===== config.mk =====
export PLATFORM = sky130hd
export DESIGN_NAME = dcache_axi_wb
export DESIGN_NICKNAME = d
export VERILOG_FILES = /design/src/rtl/dcache_axi_wb.sv
export SDC_FILE = /design/constraint.sdc
export NUM_CORES = 1
export LEC_CHECK = 0
export BUFFER_PORTS_ARGS = -buffer_cell sky130_fd_sc_hd__buf_2
export CAP_MARGIN = 30
export CORE_MARGIN = 5
export CORE_UTILIZATION = 51
export DETAILED_ROUTE_END_ITERATION = 16
export GPL_ROUTABILITY_DRIVEN = 1
export HOLD_SLACK_MARGIN = 0.08
export PLACE_DENSITY = 0.78
export SETUP_SLACK_MARGIN = 0.3
export SKIP_CTS_REPAIR_TIMING = 1
export SYNTH_ARGS = -nofsm -noshare
export SYNTH_HDL_FRONTEND = slang
export SYNTH_SLANG_ARGS = --single-unit

===== constraint.sdc =====
create_clock -name clk -period 1.8 [get_ports clk]
set_input_delay 0.36 -clock clk [delete_from_list [all_inputs] [get_ports clk]]
set_output_delay 0.36 -clock clk [all_outputs]
set_load 0.005 [all_outputs]

===== src/rtl/dcache_axi_wb.sv =====
// Write-back engine: takes one dirty line from the dcache write FIFO and
// drains it as a single AXI4 INCR burst, reporting free once B is consumed.
//
// state | meaning
// IDLE  | no burst in flight, free_o high, waiting for a line
// ADDR  | line latched, presenting AW until awready_i
// DATA  | streaming beats on W, cnt_q selects the current beat
// RESP  | all beats sent, waiting for the B response
module dcache_axi_wb #(
   parameter int unsigned LINE_WIDTH = 128,
   parameter int unsigned DATA_WIDTH = 32,
   parameter int unsigned ID_WIDTH   = 4,
   parameter int unsigned AXI_ID     = 0
) (
   input  logic                      clk,
   input  logic                      rst,
   input  logic                      fifo_wen_i,
   input  logic [LINE_WIDTH-1:0]     fifo_wdata_i,
   input  logic [31:0]               fifo_awaddr_i,
   output logic                      free_o,
   output logic                      busy_o,
   output logic                      wr_err_o,
   output logic [ID_WIDTH-1:0]       awid_o,
   output logic [31:0]               awaddr_o,
   output logic [7:0]                awlen_o,
   output logic [2:0]                awsize_o,
   output logic [1:0]                awburst_o,
   output logic                      awvalid_o,
   input  logic                      awready_i,
   output logic [DATA_WIDTH-1:0]     wdata_o,
   output logic [DATA_WIDTH/8-1:0]   wstrb_o,
   output logic                      wlast_o,
   output logic                      wvalid_o,
   input  logic                      wready_i,
   input  logic [1:0]                bresp_i,
   input  logic                      bvalid_i,
   output logic                      bready_o
);

   localparam int unsigned BEATS    = LINE_WIDTH / DATA_WIDTH;
   localparam int unsigned CNT_W    = (BEATS > 1) ? $clog2(BEATS) : 1;
   localparam int unsigned SIZE     = $clog2(DATA_WIDTH / 8);
   localparam logic [31:0] OFF_MASK = 32'(LINE_WIDTH / 8 - 1);

   typedef enum logic [1:0] {IDLE, ADDR, DATA, RESP} state_t;

   state_t                  state_q, state_d;
   logic [CNT_W-1:0]        cnt_q, cnt_d;
   logic [LINE_WIDTH-1:0]   line_q, line_d;
   logic [31:0]             addr_q, addr_d;
   logic                    err_q, err_d;
   logic                    last_beat;

   assign last_beat = (cnt_q == CNT_W'(BEATS - 1));

   always_ff @(posedge clk or negedge rst) begin
      if (!rst) begin
         state_q <= IDLE;
         cnt_q   <= '0;
         line_q  <= '0;
         addr_q  <= '0;
         err_q   <= 1'b0;
      end else begin
         state_q <= state_d;
         cnt_q   <= cnt_d;
         line_q  <= line_d;
         addr_q  <= addr_d;
         err_q   <= err_d;
      end
   end

   always_comb begin
      state_d = state_q;
      cnt_d   = cnt_q;
      line_d  = line_q;
      addr_d  = addr_q;
      err_d   = err_q;
      case (state_q)
         IDLE: begin
            if (fifo_wen_i) begin
               line_d  = fifo_wdata_i;
               addr_d  = fifo_awaddr_i & ~OFF_MASK;
               state_d = ADDR;
            end
         end
         ADDR: begin
            if (awready_i) state_d = DATA;
         end
         DATA: begin
            if (wready_i) begin
               if (last_beat) begin
                  cnt_d   = '0;
                  state_d = RESP;
               end else begin
                  cnt_d = cnt_q + CNT_W'(1);
               end
            end
         end
         RESP: begin
            if (bvalid_i) begin
               err_d   = err_q | (bresp_i != 2'b00);
               state_d = IDLE;
            end
         end
         default: state_d = IDLE;
      endcase
   end

   // free_o is gated by rst so the FIFO never pops while the engine is held in reset
   always_comb begin
      free_o    = (state_q == IDLE) && rst;
      busy_o    = (state_q != IDLE) && rst;
      awvalid_o = (state_q == ADDR);
      wvalid_o  = (state_q == DATA);
      wlast_o   = (state_q == DATA) && last_beat;
      bready_o  = (state_q == RESP);
      wr_err_o  = err_q;
      awid_o    = ID_WIDTH'(AXI_ID);
      awaddr_o  = addr_q;
      awlen_o   = 8'(BEATS - 1);
      awsize_o  = 3'(SIZE);
      awburst_o = 2'b01;
      wdata_o   = line_q[cnt_q*DATA_WIDTH +: DATA_WIDTH];
      wstrb_o   = '1;
   end

endmodule


==> key figures <==
Floorplanning
  • DIE HEIGHT: 133.7 µm
  • Initial Util: 51.72%
  • Die area: 17880 µm²
  • DIE WIDTH: 133.7 µm
  • Area of the core: 15090 µm²
  • Top-Level Pins: 260
  • Row cnt: 45

Critical path
  • Worst Setup End Kind: output port
  • Worst reg2reg path startpoint: state_q[0]
  • Worst Setup Start Kind: register
  • Arr. time, crit path: 1.72 ns
  • CP max stage cell: mux4_2
  • Critical R2R Capture: awaddr_o[5]
  • Crit-path max FO: 18
  • R2R cell count: 8
  • Reg2reg setup slack: -0.04 ns
  • Crit path cell chain: buf_12, mux4_2, buf_2
  • Delay-heaviest family, CP: multiplexers
  • Crit-path max cell delay: 0.54 ns
  • Critical Path Start: cnt_q[0]
  • CP Class: reg -> out
  • Buf/Inv on CP: 2
  • CP Data Required Time: 1.44 ns

Timing
  • Max frequency: 481.8 MHz
  • PnR worst setup slack: -0.2757 ns
  • Setup TNS: -8.607 ns
  • Fin. Hold Viols: 0
  • Max-slew violation count: 0
  • Setup violators final: 49
  • Tmin final: 2.076 ns
  • Final Skew: 0.007061 ns
  • Crit share post-route: 115.3%
  • Unrepaired setup endpoints after global routing: true
  • Worst hold slack: 0.1736 ns

Route
  • Routed vias: 4640
  • Iteration-0 DRC Markers: 136
  • WL/cell: 20.45 µm
  • DR pass1 iterations: 4
  • Via density: 5.121
  • Antenna violation net count after detailed routing: 0
  • DRC errors left: 0
  • Drt total wl: 18.53 mm

Logic synthesis
  • Mapped cell area: 7805 µm²
  • Most common cell in the synthesized netlist: dfrtp_1
  • Top cells by area, synth: dfrtp_1, mux2_4, mux4_2
  • Synth cell types: 24
  • Cell taking the most area after synthesis: dfrtp_1
  • Primary FF master, synth: dfrtp_1
  • Post-synth EDFFs: 0
  • Post-Syn Instances: 431
  • Seq/Total Area, Yosys: 51.62%
  • Flops & latches, synth: 161
  • Yosys warning total: 0
  • Post-synth ARST share: 100.0%
  • Post-synth top cells: dfrtp_1, mux2_4, mux4_2
  • Syn_area_per_cell: 18.11 µm²
  • Share of the synthesized area in the top cell type: 51.62%

Final layout
  • Share of post-route cells with drive strength above 1: 71.59%
  • Storage element area: 4033 µm²
  • Multi-input gate area: 3493 µm²
  • N_diodes: 0
  • Filler cells: 989
  • Nets: 883
  • Fin cells: 906
  • Area Overhead vs Synth: 33.06%

GRT
  • Pin count of the biggest net entering global routing: 86
  • Gr usage total: 18.82%
  • Vias in the first global route: 5095
  • Global-route wire length before repair: 26.40 mm
  • Total gr overflow: 0
  • Initial antenna violation count: 0

Pwr
  • Pwr Total: 19.59 mW
  • Power per standard cell area: 1886 nW/µm²
  • Peak supply drop: 1006 µV
  • Leakage power: 5.394 nW

Min path
  • Worst Hold Launch: fifo_wdata_i[98]
  • Hold Crit Class: in -> reg
  • WHS Endpoint: line_q[98]
  • Hold Path Depth: 2

Job
  • Max-cap viol count: 0

Place
  • Port bufs: 230
  • Inst Count DP: 845
  • Hpwl dp: 11.94 mm
  • Placer Congestion: 0.7677
  • Post-place setup slack: 0.04658 ns

Status
  • Outcome: complete, but fails checks
  • Failing checks: negative setup slack

Clocking
  • Clk slew on worst S/H paths: 0.06 ns
  • H-Tree Depth: 4
  • TritonCTS clock tree: yes
  • Clk root buf: clkbuf_16
  • Sink Count: 161
  • Clock Tree Buf Depth: 2
  • Num CTS Buffers: 17
  • Clock Latency Late Sink: 0.41 ns
## how the worst max path moves through the flow
stage                     slack (ns)  cells past startpoint          end
final                          -0.28                      3   wdata_o[1]
after detailed placement        0.05                      5   line_q[62]
after CTS                      -0.32                      3  wdata_o[11]
after global placement          0.12                      5  awaddr_o[4]
after global routing           -0.35                      3  wdata_o[31]
after floorplan                 0.28                      3  wdata_o[24]
## per-stage QoR
stage / utilization, % / cell area, µm²
finish: 68.82 / 10390
CTS: 64.10 / 9673
detailed placement: 60.17 / 9079
floorplan: - / 7915
global placement: 60.17 / 9079
global route: 68.82 / 10390
## sequential cells by signal, summed over array words and instances, names as in the netlist
register  cells
state_q       2
line_q      128
awaddr_o     28
wr_err_o      1
cnt_q         2
## routing by layer
metal	vias to the layer above	wire length, µm	track usage (%)
li1	2067	-	-
met1	2382	7760	23.49
met2	167	9448	31.44
met3	24	1096	5.929
met4	0	222	5.943
met5	-	0	0
## layout by cell type (no fill, tap or decap), types with 2 or more instances in the layout
cell	Yosys	layout
ha_1	7	2
clkbuf_1	0	3
mux2_2	18	3
conb_1	2	25
buf_2	5	224
mux4_2	32	32
buf_6	9	24
clkbuf_16	0	25
clkbuf_8	0	4
buf_8	0	7
ha_4	0	4
dfrtp_2	0	3
buf_4	25	5
o22ai_1	2	2
inv_1	6	4
nand2_8	0	4
buf_12	11	13
mux2_4	140	155
bufinv_16	0	3
dfrtp_1	161	158
## power by group
part / leakage (nW) / internal (mW) / switching (mW)
Combinational: 3.21 / 6.19 / 3.12
Sequential: 1.90 / 5.50 / 1.10
Clock: 0.288 / 2.31 / 1.37
## area by class of cell
type                            instances  share of cell area [%]
Clock inverter                          5                  0.9879
Timing Repair Buffer                  282                   19.30
Clock buffer                           24                   4.735
Inverter                                6                  0.2410
Sequential cell                       161                   38.83
Tap cell                              188                   2.265
Multi-Input combinational cell        240                   33.64
## cells by family after synthesis
| group | Yosys count | synth area share [%] |
|---|---|---|
| mux | 191 | 38.89 |
| fa+ha+maj | 7 | 1.122 |
| other cells | 2 | 0.09622 |
| buf+inv | 56 | 7.134 |
| compound gates | 4 | 0.3527 |
| flops | 161 | 51.62 |
| simple gates | 10 | 0.7855 |
(Power assumes the default switching activity.)
